File: src/rtl/imm_pkg.sv
// Shared immediate-format encodings, also used by the control unit.
package imm_pkg;

    localparam int unsigned XLEN_DEFAULT = 32;

    localparam logic [2:0] IMM_I = 3'b000;
    localparam logic [2:0] IMM_S = 3'b001;
    localparam logic [2:0] IMM_B = 3'b010;
    localparam logic [2:0] IMM_U = 3'b011;
    localparam logic [2:0] IMM_J = 3'b100;
    localparam logic [2:0] IMM_Z = 3'b101;

endpackage

File: src/rtl/imm_gen_pipe_if.sv
// Request/result handshake bundle for the registered immediate generator.
interface imm_gen_pipe_if #(
    parameter int unsigned XLEN  = 32,
    parameter int unsigned TAG_W = 4
) ();

    logic             in_valid;
    logic             in_ready;
    logic [31:0]      Inst;
    logic [2:0]       ImmSrc;
    logic [TAG_W-1:0] in_tag;

    logic             out_valid;
    logic             out_ready;
    logic [XLEN-1:0]  ImmExt;
    logic             out_err;
    logic [TAG_W-1:0] out_tag;

    // Producer of requests and consumer of results.
    modport master (
        output in_valid, Inst, ImmSrc, in_tag, out_ready,
        input  in_ready, out_valid, ImmExt, out_err, out_tag
    );

    modport slave (
        input  in_valid, Inst, ImmSrc, in_tag, out_ready,
        output in_ready, out_valid, ImmExt, out_err, out_tag
    );

endinterface

File: src/rtl/imm_decode.sv
// Combinational immediate extraction and extension for all RV32I/RV64I formats.
module imm_decode
    import imm_pkg::*;
#(
    parameter int unsigned XLEN = XLEN_DEFAULT
) (
    input  logic [31:0]     inst,
    input  logic [2:0]      imm_src,
    output logic [XLEN-1:0] imm,
    output logic            err
);

    // Built at 64 bits and truncated so XLEN=32 needs no zero-width replication.
    logic [63:0] wide;
    logic        unused_bits;

    assign unused_bits = ^{inst[6:0], wide};

    always_comb begin
        wide = '0;
        err  = 1'b0;
        case (imm_src)
            IMM_I: wide = {{52{inst[31]}}, inst[31:20]};
            IMM_S: wide = {{52{inst[31]}}, inst[31:25], inst[11:7]};
            IMM_B: wide = {{51{inst[31]}}, inst[31], inst[7], inst[30:25], inst[11:8], 1'b0};
            IMM_U: wide = {{32{inst[31]}}, inst[31:12], 12'b0};
            IMM_J: wide = {{43{inst[31]}}, inst[31], inst[19:12], inst[20], inst[30:21], 1'b0};
            IMM_Z: wide = {59'b0, inst[19:15]};
            default: err = 1'b1;
        endcase
    end

    assign imm = wide[XLEN-1:0];

endmodule

File: src/rtl/imm_gen_pipe.sv
// Registered immediate generator: decode, output register plus one skid entry,
// tag pass-through and a saturating illegal-format counter.
module imm_gen_pipe
    import imm_pkg::*;
#(
    parameter int unsigned XLEN      = XLEN_DEFAULT,
    parameter int unsigned TAG_W     = 4,
    parameter int unsigned ERR_CNT_W = 8
) (
    input  logic                 clk,
    input  logic                 reset,
    imm_gen_pipe_if.slave        bus,
    output logic [ERR_CNT_W-1:0] err_cnt
);

    logic [XLEN-1:0]      dec_imm;
    logic                 dec_err;

    logic                 out_valid_q;
    logic [XLEN-1:0]      out_imm_q;
    logic                 out_err_q;
    logic [TAG_W-1:0]     out_tag_q;

    logic                 skid_valid_q;
    logic [XLEN-1:0]      skid_imm_q;
    logic                 skid_err_q;
    logic [TAG_W-1:0]     skid_tag_q;

    logic                 in_ready_q;
    logic [ERR_CNT_W-1:0] err_cnt_q;

    logic                 accept;
    logic                 drain;

    imm_decode #(
        .XLEN (XLEN)
    ) u_decode (
        .inst    (bus.Inst),
        .imm_src (bus.ImmSrc),
        .imm     (dec_imm),
        .err     (dec_err)
    );

    assign accept = bus.in_valid && in_ready_q;
    assign drain  = out_valid_q && bus.out_ready;

    always_ff @(posedge clk) begin
        if (reset) begin
            out_valid_q  <= 1'b0;
            out_imm_q    <= '0;
            out_err_q    <= 1'b0;
            out_tag_q    <= '0;
            skid_valid_q <= 1'b0;
            skid_imm_q   <= '0;
            skid_err_q   <= 1'b0;
            skid_tag_q   <= '0;
            in_ready_q   <= 1'b1;
            err_cnt_q    <= '0;
        end else begin
            // in_ready is low whenever the skid holds data, so accept and a full
            // skid never coincide.
            if (skid_valid_q) begin
                if (drain) begin
                    out_imm_q    <= skid_imm_q;
                    out_err_q    <= skid_err_q;
                    out_tag_q    <= skid_tag_q;
                    skid_valid_q <= 1'b0;
                    in_ready_q   <= 1'b1;
                end
            end else if (accept) begin
                if (!out_valid_q || bus.out_ready) begin
                    out_valid_q <= 1'b1;
                    out_imm_q   <= dec_imm;
                    out_err_q   <= dec_err;
                    out_tag_q   <= bus.in_tag;
                end else begin
                    skid_valid_q <= 1'b1;
                    skid_imm_q   <= dec_imm;
                    skid_err_q   <= dec_err;
                    skid_tag_q   <= bus.in_tag;
                    in_ready_q   <= 1'b0;
                end
            end else if (drain) begin
                out_valid_q <= 1'b0;
            end

            if (accept && dec_err && (err_cnt_q != '1)) begin
                err_cnt_q <= err_cnt_q + ERR_CNT_W'(1);
            end
        end
    end

    assign bus.in_ready  = in_ready_q;
    assign bus.out_valid = out_valid_q;
    assign bus.ImmExt    = out_imm_q;
    assign bus.out_err   = out_err_q;
    assign bus.out_tag   = out_tag_q;
    assign err_cnt       = err_cnt_q;

endmodule

File: src/flat_wrapper.sv
// flat-port wrapper written by rule: the top's interface ports become plain ports
module imm_gen_pipe_flat import imm_pkg::*;
#(
    parameter int unsigned XLEN      = XLEN_DEFAULT,
    parameter int unsigned TAG_W     = 4,
    parameter int unsigned ERR_CNT_W = 8
)
  (clk, reset, err_cnt, bus_in_valid, bus_Inst, bus_ImmSrc, bus_in_tag, bus_out_ready, bus_in_ready, bus_out_valid, bus_ImmExt, bus_out_err, bus_out_tag);
  imm_gen_pipe_if #(.XLEN(XLEN), .TAG_W(TAG_W)) bus_i ();
  input  logic clk;
  input  logic reset;
  output logic [ERR_CNT_W-1:0] err_cnt;
  input wire logic [$bits(bus_i.in_valid)-1:0] bus_in_valid;
  input wire logic [$bits(bus_i.Inst)-1:0] bus_Inst;
  input wire logic [$bits(bus_i.ImmSrc)-1:0] bus_ImmSrc;
  input wire logic [$bits(bus_i.in_tag)-1:0] bus_in_tag;
  input wire logic [$bits(bus_i.out_ready)-1:0] bus_out_ready;
  output wire logic [$bits(bus_i.in_ready)-1:0] bus_in_ready;
  output wire logic [$bits(bus_i.out_valid)-1:0] bus_out_valid;
  output wire logic [$bits(bus_i.ImmExt)-1:0] bus_ImmExt;
  output wire logic [$bits(bus_i.out_err)-1:0] bus_out_err;
  output wire logic [$bits(bus_i.out_tag)-1:0] bus_out_tag;
  assign bus_i.in_valid = bus_in_valid;
  assign bus_i.Inst = bus_Inst;
  assign bus_i.ImmSrc = bus_ImmSrc;
  assign bus_i.in_tag = bus_in_tag;
  assign bus_i.out_ready = bus_out_ready;
  assign bus_in_ready = bus_i.in_ready;
  assign bus_out_valid = bus_i.out_valid;
  assign bus_ImmExt = bus_i.ImmExt;
  assign bus_out_err = bus_i.out_err;
  assign bus_out_tag = bus_i.out_tag;
  imm_gen_pipe #(.XLEN(XLEN), .TAG_W(TAG_W), .ERR_CNT_W(ERR_CNT_W)) u_core (.clk(clk), .reset(reset), .bus(bus_i), .err_cnt(err_cnt));
endmodule
File: config.mk
export PLATFORM = sky130hd
export DESIGN_NAME = imm_gen_pipe_flat
export DESIGN_NICKNAME = d
export VERILOG_FILES = /design/src/rtl/imm_pkg.sv /design/src/rtl/imm_gen_pipe_if.sv /design/src/rtl/imm_decode.sv /design/src/rtl/imm_gen_pipe.sv /design/src/flat_wrapper.sv
export SDC_FILE = /design/constraint.sdc
export NUM_CORES = 1
export LEC_CHECK = 0
export CORE_UTILIZATION = 25
export CTS_CLUSTER_DIAMETER = 40
export DETAILED_ROUTE_END_ITERATION = 16
export HOLD_SLACK_MARGIN = 0.08
export PLACE_DENSITY = 0.47
export SKIP_LAST_GASP = 1
export SLEW_MARGIN = 0
export SYNTH_ARGS = -nofsm -noshare
export SYNTH_HDL_FRONTEND = slang
export SYNTH_HIERARCHICAL = 1
export SYNTH_SLANG_ARGS = --single-unit
File: constraint.sdc
create_clock -name clk -period 1.8 [get_ports clk]
set_clock_uncertainty 0.2 [all_clocks]
set_input_delay 0.27 -clock clk [delete_from_list [all_inputs] [get_ports clk]]
set_output_delay 0.27 -clock clk [all_outputs]
set_load 0.005 [all_outputs]
### Word level (Yosys, flattened, before mapping)

Cells that the tools add are included.

* register bits: 85
* bits in latches: 0
* bits in writable memories: 0
* ROM bits: 0
* bits of input ports: 43
* output and inout port bits: 47
* logic and storage cells: 62
* memories: 0

* add/sub/neg operators: 1
* multiply operators: 0
* div/mod/pow operators: 0
* $lt $le $gt $ge: 0
* eq/ne operators: 9
* shifts and indexed selects: 0
* muxes and demuxes: 25
* bitwise gates (word level): 2
* reductions and logical operators: 15

Operator list (number)
* one-hot mux 32 bit (6 select lines): 1
* 2-to-1 mux 32 bit: 4
* 2-to-1 mux 1 bit: 16
* 2-to-1 mux 4 bit: 4
* AND reduction 3 bit: 4
* adder 8 x 1 -> 8 bit (second input constant): 1
* inequality test 8 bit (second input constant): 1
* equality test 3 x 2 -> 1 bit (second input constant): 2
* equality test 3 bit (second input constant): 2
* nonzero test 2 bit: 3
* OR reduction 6 bit: 1
* logical AND 1 bit: 4
* inequality test 2 bit (second input constant): 2
* equality test 3 x 1 -> 1 bit (second input constant): 1
* zero test 3 bit: 1
* inequality test 2 x 1 -> 1 bit (second input constant): 1
* inverter 1 bit: 2
* zero test 1 bit: 1
* logical OR 1 bit: 1

### Depth between registers and ports, before layout

* depth in word-level cells: 6
* gate-level depth with buffers: 8
* mapped depth without buffers: 6

### Cells and area by module

Netlist, hierarchy kept.

Modules (own cells, without submodules)
* imm_gen_pipe: times used 1, cells an instance 447, area each 4207.8 µm², sequential area each 1701.6 µm²
* imm_decode: times used 1, cells an instance 82, area each 545.5 µm², sequential area each 0.0 µm²

### Worst setup path after synthesis

Ideal clock, no wire load.

* path type: input -> register
* start: in bus_ImmSrc[1]
* end: reg u_core.out_imm_q[1], in the netlist u_core/bus.ImmExt[1]
* library setup time: 0.146 ns
* arrival: 1.532 ns
* required time: 1.454 ns
* slack: -0.078 ns
* stages on the path: 7
* buffers on the path: 2
* path through: buf_6 -> buf_2 -> nor2_1 -> a221o_1 -> mux2_2 -> a211oi_1 -> a211oi_2

* word-level cells in the longest chain between the ends: 5
* elaborated cells on any way between the ends: 10
* classes of those cells: 5 x eq/ne; 4 x mux; 1 x reduce/logical

Ends and longest elaborated chain
* start, declared: RTL line flat_wrapper.sv:15 `input wire logic [$bits(bus_i.ImmSrc)-1:0] bus_ImmSrc;`
* equality test 3 bit (tied with other cells): RTL line imm_decode.sv:22 `case (imm_src)`
* one-hot mux 32 bit (6 select lines) *: RTL line imm_decode.sv:22
* via u_core.dec_imm[1]: RTL line imm_gen_pipe.sv:16 `logic [XLEN-1:0] dec_imm;`
* 2-to-1 mux 32 bit *: RTL line imm_gen_pipe.sv:71 `if (!out_valid_q || bus.out_ready) begin`
* 2-to-1 mux 32 bit *: RTL line imm_gen_pipe.sv:70 `end else if (accept) begin`
* 2-to-1 mux 32 bit *: RTL line imm_gen_pipe.sv:62 `if (skid_valid_q) begin`
* end signal, assigned: RTL line imm_gen_pipe.sv:64 `out_imm_q <= skid_imm_q;`
* end signal, assigned: RTL line imm_gen_pipe.sv:73 `out_imm_q <= dec_imm;`
* end, declared: RTL line imm_gen_pipe.sv:20 `logic [XLEN-1:0] out_imm_q;`

The timed path passes the listed nets; every way through them passes the cells marked *. The select of a mux whose other input is x is not followed.
A chain may end at the register's enable or synchronous reset.

### Worst setup path after layout

* start: in bus_Inst[19]
* end: reg u_core.out_imm_q[4], in the netlist u_core/bus.ImmExt[4]

* word-level cells in the longest chain between the ends: 4

Ends and longest elaborated chain
* start, declared: RTL line flat_wrapper.sv:14 `input wire logic [$bits(bus_i.Inst)-1:0] bus_Inst;`
* one-hot mux 32 bit (6 select lines): RTL line imm_decode.sv:22
* via u_core.dec_imm[4]: RTL line imm_gen_pipe.sv:16
* 2-to-1 mux 32 bit: RTL line imm_gen_pipe.sv:71
* 2-to-1 mux 32 bit: RTL line imm_gen_pipe.sv:70
* 2-to-1 mux 32 bit: RTL line imm_gen_pipe.sv:62

The timed path passes the listed nets, and every way through them passes these cells. The select of a mux whose other input is x is not followed.

==> results.ini <==
[pwr]
leakage_uw = 0.002452
p_per_area_nw_per_um2 = 843.4
vdd_drop_max_v = 0.0004541

[detailed_routing]
detailroute.via_count = 4374
viasPerCell = 5.063
drt_first_iter_violations = 266
avgRoutedWirePerCell_microns = 16.97
postRouteAntennaNets = 0
wl_microns = 14660
post-route-drc-count = 0
detailedRoute.firstPassIterationCount = 4

[synth]
post_synth_and_or_nand_nor_area_fraction_pct = 10.95
synth.area.mux_share_pct = 9.213
synthTopCellsByArea = sky130_fd_sc_hd__dfxtp_1 36%, sky130_fd_sc_hd__a211oi_2 11%, sky130_fd_sc_hd__mux2_2 8.8%, sky130_fd_sc_hd__a211oi_1 6.5%, sky130_fd_sc_hd__a21oi_1 6.0%
synth_seq_area_share_pct = 35.80
yosysWarnings = 6
synth_ff_type = sky130_fd_sc_hd__dfxtp_1
synth_most_common_cell = sky130_fd_sc_hd__dfxtp_1
synth.top_cell.area_share_pct = 35.80
post_synth.cell_area_avg_sq_um = 8.985
synth_top_family_by_area = compound AO/OA/AOI/OAI gates
synth_fa_ha_area_share_pct = 0.5001
post-synth-top-area-cell = sky130_fd_sc_hd__dfxtp_1
synthesis.instances = 529
synth_compound_gate_area_share_pct = 32.72
synth.lib_cells_used.distinct = 48
postSynthRegisterBits = 85
ys_async_sr_fraction_pct = 0
synth.top_cells.by_count = 85 x sky130_fd_sc_hd__dfxtp_1, 57 x sky130_fd_sc_hd__a21oi_1, 42 x sky130_fd_sc_hd__inv_1
syn-num-nets = 573
syn-cell-area_sq_um = 4753
synth_xor_area_share_pct = 0.1843
count_of_flip_flops_with_a_built_in_enable_after_synthesis = 0

[grt]
grt_pass1_vias = 4246
grt_overflow_total = 0
grt_max_degree = 38
grt_pass1_wl_microns = 23280
track_usage_pct = 15.19
antenna_found_initial = 0

[clock_network]
clock_latency_on_the_worst_skew_pair_ps = 340
clock_sink_count = 85
worst_setup_hold_path_clk_slew_ps = 60
clk_path_buf_depth = 2
clockRootBuffer = sky130_fd_sc_hd__clkbuf_16
clock_buffers_created_by_tritoncts = 9
tritoncts = yes
cts_htree_levels = 3

[critical_path]
nature_of_the_critical_path_startpoint = primary input
crit_path_end_kind = flop
timing.critical_path.slowest_cell_delay_ps = 480
critical_path_buf_inv_count = 1
worstPathMaxFanout = 3
timing_worst_setup_path_type = primary input to flop
slowest_stage = sky130_fd_sc_hd__clkdlybuf4s50_1
cp_cell_sequence = clkdlybuf4s50_1 > nor3b_1 > a221o_1 > mux2_2 > a211oi_2 > a211oi_2
critical_path.reg2reg.startpoint = u_core/err_cnt[0]
cp_data_required_time_ps = 1830
arrival_ps = 1800
worst_path_most_repeated_cell = sky130_fd_sc_hd__a211oi_2
delay_heaviest_family_cp = compound AO/OA/AOI/OAI gates
worst_setup_path_startpoint = bus_Inst[19]

[sta]
fmaxAchievable_mhz = 564.6
tightestPinTransition_ps = 393.6
slew-limit-headroom_pct = 73.08
rsz_0062_raised_after_global_routing = true
timing.final.crit_share_pct = 98.40
timing.final.setup_violations = 0
timing.hold.ws_ps = 131.1
hold_violations = 0
fin_ws_ps = 28.85
final.min_clock_period_ps = 1771
finalMaxSlewViolations = 0

[floorplan]
placement_rows = 50
pin_count = 90
chipHeight_microns = 139.9
floorplan.die_area_sq_um = 19570
chipWidth_microns = 139.9
core_area_sq_um = 18640
start_util_pct = 25.50

[placed_design]
dp_slack_ps = -648.5
gp_routability_congestion = 0.8311
dpl.hpwl_microns = 10050
placed_cell_area_sq_um = 6223
portbufs = 82

[final_layout]
multi_input_comb_area_sq_um = 2688
finish.net_count = 670
fillers = 1884
areaGrowthSynthToFinish_pct = 40.88
post-route-util_pct = 35.92
num_antenna_cells = 0
finish.instance_area_sq_um = 6696
fraction_of_layout_instances_using_a_drive_strength_above_1_pct = 32.70
layout.area.seq_sq_um = 1719

[job]
maxCapViolations = 0

[worst_hold_path]
hp-start = reset
hold_path_class = primary input to flop

[outcome]
run_status = complete, no violations

## layout by cell type, fill, tap and decap left out, drive strengths merged, types with 7 or more instances in the layout
cell type      Yosys  routed
dfxtp             85      85
a211oi            81      81
clkdlybuf4s50      0      71
buf               42      65
a21oi             57      57
inv               42      42
o21ai             40      40
nand3             39      39
mux2              38      38
a21o              13      13
clkbuf            18      13
nor2b              9       9
o22ai              7       7
## worst reg2reg max path: stages, from the launching register on
cell and delay, ps:
sky130_fd_sc_hd__dfxtp_2 330, sky130_fd_sc_hd__ha_1 240, sky130_fd_sc_hd__and4_1 230, sky130_fd_sc_hd__a21oi_1 240
sky130_fd_sc_hd__mux2_2 360
## sequential cells by signal, summed over array words and instances (netlist names), 4 cells and up
register and flops:
u_core/bus.ImmExt 32, u_core/skid_tag_q 4, u_core/err_cnt 8, u_core/bus.out_tag 4
u_core/skid_imm_q 32
## layer usage
layer / up-vias / track usage, % / part of all wire (%)
li1: 2123 / - / -
met1: 2139 / 20.75 / 48
met2: 95 / 23.47 / 46
met3: 17 / 4.068 / 4.5
met4: 0 / 4.049 / 1.5
met5: - / 0 / 0
## power by group
group	internal, uW	switching [uW]	leakage [uW]
Combinational	803	735	0.00160
Clock	1240	766	0.000158
Sequential	2020	86.4	0.000698
Total	4060	1590	0.00245
## area by class of cell
cell class	instances	share of cell area, %
Multi-Input combinational cell	342	40.13
Sequential cell	85	25.67
Timing Repair Buffer	146	22.78
Tap cell	234	4.372
Clock buffer	10	3.569
Inverter	42	2.354
Clock inverter	5	1.121
## path summary, 6_finish.rpt
kind | slack, ps | to | cells after the start
max | 30 | u_core/bus.ImmExt[4] | 6
min | 130 | u_core/bus.out_valid | 2
max reg2reg | 80 | u_core/err_cnt[0] | 4
min reg2reg | 260 | u_core/bus.ImmExt[11] | 2
## metrics by stage
step / std cells / setup TNS (ps) / power, uW
finish: 864 / 0 / 5648
global route: 864 / -35.83 / 5948
CTS: 864 / 0 / 5740
detailed placement: 845 / -31400 / 3651
global placement: 845 / -29540 / 3636
floorplan: 529 / -162.1 / 2973
## cell families after synthesis
group | Yosys count
AO/OA/AOI/OAI | 212
XOR/XNOR | 1
adder cells (fa/ha/maj) | 2
buffers and inverters | 102
flip-flops | 85
multiplexers | 39
AND/OR/NAND/NOR | 88
## what timing repair did
action / 4_1_cts / 5_1_grt
hold buffers: 0 / 0
setup endpoints to repair: 52 / 41
resized for setup: 29 / 23
pin swaps: 14 / 3
setup buffers: 3 / 0
gates cloned: 1 / 0
endpoints found under the hold margin: 0 / 0
Note: power is estimated with default switching activity, not from simulation.
